===== src/rtl/mmc_pkg.sv =====
// rtl/mmc_pkg.sv - shared state encoding and frame constants for the MMC command engine
package mmc_pkg;

    typedef enum logic [2:0] {
        ST_IDLE = 3'd0,
        ST_TX   = 3'd1,
        ST_WAIT = 3'd2,
        ST_RX   = 3'd3,
        ST_FIN  = 3'd4
    } mmc_state_t;

    localparam logic [6:0] CRC7_POLY   = 7'h09;
    localparam int         FRAME_LEN   = 48;
    localparam int         RSP_W       = 38;
    localparam logic [5:0] LAST_BIT    = 6'(FRAME_LEN - 1);
    // The response start bit is consumed while waiting, so reception counts one bit fewer.
    localparam logic [5:0] RX_LAST_BIT = 6'(FRAME_LEN - 2);

endpackage


===== src/rtl/mmc_crc7_ser.sv =====
// rtl/mmc_crc7_ser.sv - bit-serial CRC7 (x^7+x^3+1) with synchronous clear and enable
module mmc_crc7_ser
    import mmc_pkg::*;
(
    input  logic       wb_clk_i,
    input  logic       wb_rst_n_i,
    input  logic       clr,
    input  logic       en,
    input  logic       din,
    output logic [6:0] crc
);

    logic fb;

    assign fb = din ^ crc[6];

    always_ff @(posedge wb_clk_i or negedge wb_rst_n_i) begin
        if (!wb_rst_n_i) begin
            crc <= '0;
        end else if (clr) begin
            crc <= '0;
        end else if (en) begin
            crc <= {crc[5:0], 1'b0} ^ (fb ? CRC7_POLY : 7'h00);
        end
    end

endmodule


===== src/rtl/mmc_cmd_engine.sv =====
// rtl/mmc_cmd_engine.sv - autonomous MMC CMD-line engine: sends a 48-bit command, optionally captures the response
// Optional response CRC7/end-bit checker: define MMC_CMD_RSP_CRC_EN.
module mmc_cmd_engine
    import mmc_pkg::*;
#(
    parameter int RSP_TIMEOUT = 64
) (
    input  logic             wb_clk_i,
    input  logic             wb_rst_n_i,
    input  logic             start,
    input  logic [5:0]       cmd_idx,
    input  logic [31:0]      cmd_arg,
    input  logic             rsp_en,
    output logic             busy,
    output logic             done,
    output logic             timeout,
    output logic             crc_err,
    output logic [RSP_W-1:0] rsp,
    output logic             clk_tick,
    input  logic             clk_done,
    output logic             mmc_cmd_o,
    output logic             mmc_cmd_oe,
    input  logic             mmc_cmd_i
);

    localparam logic [7:0] WAIT_LAST = 8'(RSP_TIMEOUT - 1);

    mmc_state_t  state, state_nx;
    logic [39:0] frame;
    logic        rsp_en_q;
    logic [5:0]  cnt;
    logic [7:0]  wcnt;
    logic        waiting;
    logic [45:0] rx_sr;
    logic [6:0]  tx_crc;
    logic [47:0] tx_word;
    logic        accept;
    logic        in_slot;
    logic        bit_done;
    logic        tx_crc_en;

    assign accept    = (state == ST_IDLE) && start;
    assign in_slot   = (state == ST_TX) || (state == ST_WAIT) || (state == ST_RX);
    // waiting marks the single outstanding tick; a clk_done without one is stale.
    assign bit_done  = in_slot && waiting && clk_done;
    assign tx_word   = {frame, tx_crc, 1'b1};
    assign tx_crc_en = bit_done && (state == ST_TX) && (cnt >= 6'd8);
    assign rsp       = rx_sr[45:8];

    always_ff @(posedge wb_clk_i or negedge wb_rst_n_i) begin
        if (!wb_rst_n_i) begin
            state <= ST_IDLE;
        end else begin
            state <= state_nx;
        end
    end

    always_comb begin
        state_nx   = state;
        busy       = (state != ST_IDLE);
        done       = 1'b0;
        clk_tick   = in_slot && !waiting;
        mmc_cmd_oe = 1'b0;
        mmc_cmd_o  = 1'b1;
        case (state)
            ST_IDLE: begin
                if (start) state_nx = ST_TX;
            end
            ST_TX: begin
                mmc_cmd_oe = 1'b1;
                mmc_cmd_o  = tx_word[cnt];
                if (bit_done && (cnt == 6'd0)) state_nx = rsp_en_q ? ST_WAIT : ST_FIN;
            end
            ST_WAIT: begin
                if (bit_done) begin
                    if (!mmc_cmd_i) begin
                        state_nx = ST_RX;
                    end else if (wcnt == WAIT_LAST) begin
                        state_nx = ST_FIN;
                    end
                end
            end
            ST_RX: begin
                if (bit_done && (cnt == 6'd0)) state_nx = ST_FIN;
            end
            ST_FIN: begin
                done     = 1'b1;
                state_nx = ST_IDLE;
            end
            default: state_nx = ST_IDLE;
        endcase
    end

    always_ff @(posedge wb_clk_i or negedge wb_rst_n_i) begin
        if (!wb_rst_n_i) begin
            frame    <= '0;
            rsp_en_q <= 1'b0;
            cnt      <= '0;
            wcnt     <= '0;
            waiting  <= 1'b0;
            rx_sr    <= '0;
            timeout  <= 1'b0;
        end else if (accept) begin
            frame    <= {2'b01, cmd_idx, cmd_arg};
            rsp_en_q <= rsp_en;
            cnt      <= LAST_BIT;
            wcnt     <= '0;
            waiting  <= 1'b0;
            rx_sr    <= '0;
            timeout  <= 1'b0;
        end else if (in_slot) begin
            if (clk_tick) waiting <= 1'b1;
            if (bit_done) begin
                waiting <= 1'b0;
                case (state)
                    ST_WAIT: begin
                        if (!mmc_cmd_i) begin
                            cnt <= RX_LAST_BIT;
                        end else begin
                            wcnt <= wcnt + 8'd1;
                            if (wcnt == WAIT_LAST) timeout <= 1'b1;
                        end
                    end
                    ST_RX: begin
                        rx_sr <= {rx_sr[44:0], mmc_cmd_i};
                        cnt   <= cnt - 6'd1;
                    end
                    default: cnt <= cnt - 6'd1;
                endcase
            end
        end else begin
            waiting <= 1'b0;
        end
    end

    mmc_crc7_ser u_tx_crc (
        .wb_clk_i   (wb_clk_i),
        .wb_rst_n_i (wb_rst_n_i),
        .clr        (accept),
        .en         (tx_crc_en),
        .din        (mmc_cmd_o),
        .crc        (tx_crc)
    );

`ifdef MMC_CMD_RSP_CRC_EN
    logic [6:0] rx_crc;
    logic       rx_crc_en;

    // Covers the start bit (seen while waiting) plus transmit bit and the 38 payload bits.
    assign rx_crc_en = bit_done && (((state == ST_WAIT) && !mmc_cmd_i) ||
                                    ((state == ST_RX) && (cnt >= 6'd8)));

    mmc_crc7_ser u_rx_crc (
        .wb_clk_i   (wb_clk_i),
        .wb_rst_n_i (wb_rst_n_i),
        .clr        (accept),
        .en         (rx_crc_en),
        .din        (mmc_cmd_i),
        .crc        (rx_crc)
    );

    // On the end bit, rx_sr[6:0] already holds the received CRC7.
    always_ff @(posedge wb_clk_i or negedge wb_rst_n_i) begin
        if (!wb_rst_n_i) begin
            crc_err <= 1'b0;
        end else if (accept) begin
            crc_err <= 1'b0;
        end else if ((state == ST_RX) && bit_done && (cnt == 6'd0)) begin
            crc_err <= (rx_crc != rx_sr[6:0]) || !mmc_cmd_i;
        end
    end
`else
    assign crc_err = 1'b0;
`endif

endmodule

===== config.mk =====
export PLATFORM = sky130hd
export DESIGN_NAME = mmc_cmd_engine
export DESIGN_NICKNAME = d
export VERILOG_FILES = /design/src/rtl/mmc_pkg.sv /design/src/rtl/mmc_crc7_ser.sv /design/src/rtl/mmc_cmd_engine.sv
export SDC_FILE = /design/constraint.sdc
export NUM_CORES = 1
export LEC_CHECK = 0
export CAP_MARGIN = 20
export CORE_ASPECT_RATIO = 0.9
export CORE_UTILIZATION = 40
export CTS_BUF_LIST = sky130_fd_sc_hd__clkbuf_16
export DETAILED_ROUTE_END_ITERATION = 10
export GPL_TIMING_DRIVEN = 0
export PLACE_DENSITY = 0.63
export SYNTH_ARGS = -nofsm -noshare
export SYNTH_HDL_FRONTEND = slang
export SYNTH_SLANG_ARGS = --single-unit
export TNS_END_PERCENT = 50

===== constraint.sdc =====
create_clock -name wb_clk_i -period 4.73 [get_ports wb_clk_i]
set_input_delay 0.7095 -clock wb_clk_i [delete_from_list [all_inputs] [get_ports wb_clk_i]]
set_output_delay 0.7095 -clock wb_clk_i [all_outputs]
set_load 0.05 [all_outputs]

==> flow_summary.toml, run 1 <==
[outcome]
status = "complete, no violations"

[detailed_routing]
drt-vias-per-instance = 4.89
first_pass_iters = 5
ant_nets = 0
first_iter_violations = 299
via_count = 4325
drc_errors = 0
drt-total-wl_um = 11900
avgRoutedWirePerCell_um = 13.5

[synthesis]
yosysWarnings = 0
syn_inst = 617
ys.flop_type = "dfrtp_1"
syn_avg_cell_area_um2 = 8.78
syn-num-nets = 664
synth_area_um2 = 5420
seq_area_frac_synth_pct = 51.7
synth-async-reset-ratio_pct = 100
ys_ff_latch = 112
synth_cell_types = 43
synth_edf_count = 0

[worst_setup_path]
end_kind = "output port"
crit_top_cell = "buf_12"
path_max_fanout = 10
crit_type = "register to output port"
path_delay_family = "buffers and inverters"
crit_buf_inv = 4
required_ns = 4.02
crit_path_max_incr_delay_ns = 0.85
crit_slowest_cell = "clkdlybuf4s50_1"
crit_chain = "buf_6 > buf_12 > buf_12 > mux2i_1 > a21oi_1 > nand4_1 > nand4_2 > nor2_1 > o21ai_0 > clkdlybuf4s50_1"
crit_arrival_ns = 2.83
startpoint_type = "register"

[timing]
tightestPinTransition_ns = 0.750
slew_viol_final = 0
setup_viol = 0
max_slew_margin_pct = 50.0
rsz0062_at_grt = "no"
fin_ws_ns = 1.19
max_clock_freq_mhz = 282
fin_hold_ws_ns = 0.420
fin_skew_ns = 0.00771
fin_crit_sh_pct = 74.9
hold_viol = 0
period_needed_ns = 3.54

[cts]
clock_path_buffers = 2
clk_pin_slew_ns = 0.07
htree_levels = 3
cts_setup_buffers = 0
clkLatencyLatePin_ns = 0.34
postCtsHoldBufs = 0
clock-sinks = 112
root_buffer = "clkbuf_16"
cts_buffers = 9
cts_tree = "built"
post_cts_resized = 0

[global_route]
grt_antenna_before_repair = 0
grt_max_degree = 58
grt_pass1_vias = 4307
grt_usage_pct = 18.0
grt-ovfl-total = 0
grt_pass1_wl_um = 20500

[final_layout]
final_common_cell = "nand2_1"
layout_common_cells = "nand2_1, dfrtp_1, clkdlybuf4s50_1, a21oi_1, buf_4"
layout-drive-gt1-share_pct = 10.3
fillerInstances = 1207
multiInputGateArea_um2 = 2110
n_antenna_cell = 0
syn_to_final_growth_pct = 25.5
nets = 763
register_area_um2 = 2800
fin_util_pct = 52.6

[pwr]
irDropWorstVdd_uv = 204
p_total_mw = 3.10
leakagePower_nw = 3.18
powerDensity_nw_per_um2 = 455

[floorplan]
dieArea_um2 = 14000
die_x_um = 125
pin_count = 89
die_y_um = 112
rows = 39
initial_utilization_pct = 41.9
design.core.area_um2 = 12900

[placed_design]
gp_routability_congestion = 0.874
hpwl_um = 8500
place_ws_ns = 1.53
io_buffers = 87

[hold_path]
hold_path.class = "input port to asynchronous set/reset pin"

[job]
maxCapViolCount = 0
synthesized netlist by cell type, types with 2 or more instances:
cell type / number / share of area (%)
buf_12: 2 / 0.74
xnor2_1: 3 / 0.49
mux2i_1: 14 / 2.6
nor2b_1: 4 / 0.46
inv_1: 8 / 0.55
nand3_2: 2 / 0.37
nor3_1: 4 / 0.37
nand3_1: 4 / 0.37
ha_1: 3 / 0.69
clkbuf_1: 19 / 1.3
o31ai_1: 3 / 0.42
a22oi_1: 2 / 0.28
nand3b_1: 2 / 0.28
or3_1: 4 / 0.46
buf_2: 8 / 0.74
dfrtp_1: 112 / 52
nand4_1: 7 / 0.81
a21oi_1: 50 / 4.6
mux4_2: 4 / 1.7
buf_1: 4 / 0.28
and2_1: 2 / 0.23
nor2_1: 21 / 1.5
xor2_1: 7 / 1.1
and3_1: 4 / 0.46
nand2b_1: 4 / 0.46
o2111ai_1: 2 / 0.32
nand2_1: 250 / 17
o211ai_1: 4 / 0.55
a211oi_1: 2 / 0.28
o21ai_0: 10 / 0.92
buf_4: 39 / 5.4
a22o_1: 2 / 0.32
worst register-to-register path, delay by kind of cell, from the launching register on:
family          cells  cell delay (ns)
simple gates        2             0.48
flops               1             0.44
buf+inv             3             1.21
compound gates      1             0.09
cell families (layout without fill, tap and decap cells):
| group | count (synthesis) | after routing | share of synthesized area (%) |
|---|---|---|---|
| AND/OR/NAND/NOR | 312 | 312 | 23.7 |
| adder cells (fa/ha/maj) | 3 | 3 | 0.693 |
| multiplexers | 19 | 19 | 4.46 |
| flip-flops | 112 | 112 | 51.7 |
| AO/OA/AOI/OAI | 79 | 79 | 8.48 |
| XOR/XNOR | 10 | 10 | 1.62 |
| buffers and inverters | 81 | 185 | 9.24 |
| other | 1 | 1 | 0.0692 |
per-stage QoR:
stage / cell area, µm² / setup TNS [ns] / instances
3_5_place_dp: 6520 / 0 / 869
4_1_cts: 6800 / 0 / 885
6_report: 6800 / 0 / 885
2_1_floorplan: 5420 / 0 / 617
3_3_place_gp: 6490 / -152.08 / 868
5_1_grt: 6800 / 0 / 885
registers in the layout (all words and copies together) (netlist names):
register      flops
cnt               6
timeout           1
frame            39
u_tx_crc.crc      7
wcnt              8
waiting           1
state             3
rsp_en_q          1
rx_sr            46
layer usage:
metal	vias to the layer above	share of wire (%)	GRT usage, %
met4	0	1.3	5.06
met5	-	0	0
met3	12	5.1	3.91
li1	2160	-	-
met1	2052	49	25.8
met2	101	45	27.6
report_power, final:
part           switching (mW)  total [mW]  internal, mW
combinational           0.669        1.09         0.422
clock                   0.328       0.730         0.402
sequential              0.117        1.27          1.16
total                    1.11        3.10          1.98
layout make-up:
cell class / count / share of cell area (%)
buffer: 73 / 6.92
clock buffer: 9 / 3.31
tap: 164 / 3.02
timing repair buffer: 88 / 13.2
multi-input combinational: 424 / 31.1
sequential: 112 / 41.2
inverter: 8 / 0.442
clock inverter: 7 / 0.810
worst paths after layout:
path | from | endpoint | slack [ns] | cells after the start
setup reg to reg | state[2] | rx_sr[40] | 2.36 | 6
hold reg to reg | frame[38] | frame[38] | 0.47 | 1
max in group asynchronous | wb_rst_n_i | frame[27] | 3.59 | 2
setup / recovery | cnt[0] | mmc_cmd_o | 1.19 | 10
min in group wb_clk_i | frame[38] | frame[38] | 0.47 | 1
hold / removal | wb_rst_n_i | frame[26] | 0.42 | 1
(Power assumes the default switching activity.)
==> inputs of run 2 (changes only) <==
Clock period 4.73 ns to 3.6 ns, I/O delays scaled along.
==> results of run 2 <==
The final DEF is identical to that of run 1. Status: complete, no violations.
Main changes from that run: setup slack after placement 1.53 ns -> 0.573 ns; setup slack after layout 1.19 ns -> 0.229 ns; hold slack 0.420 ns -> 0.250 ns; register-to-register setup slack 2.36 ns -> 1.23 ns; total power 3.10 mW -> 4.07 mW; worst IR drop on VDD 204 µV -> 268 µV
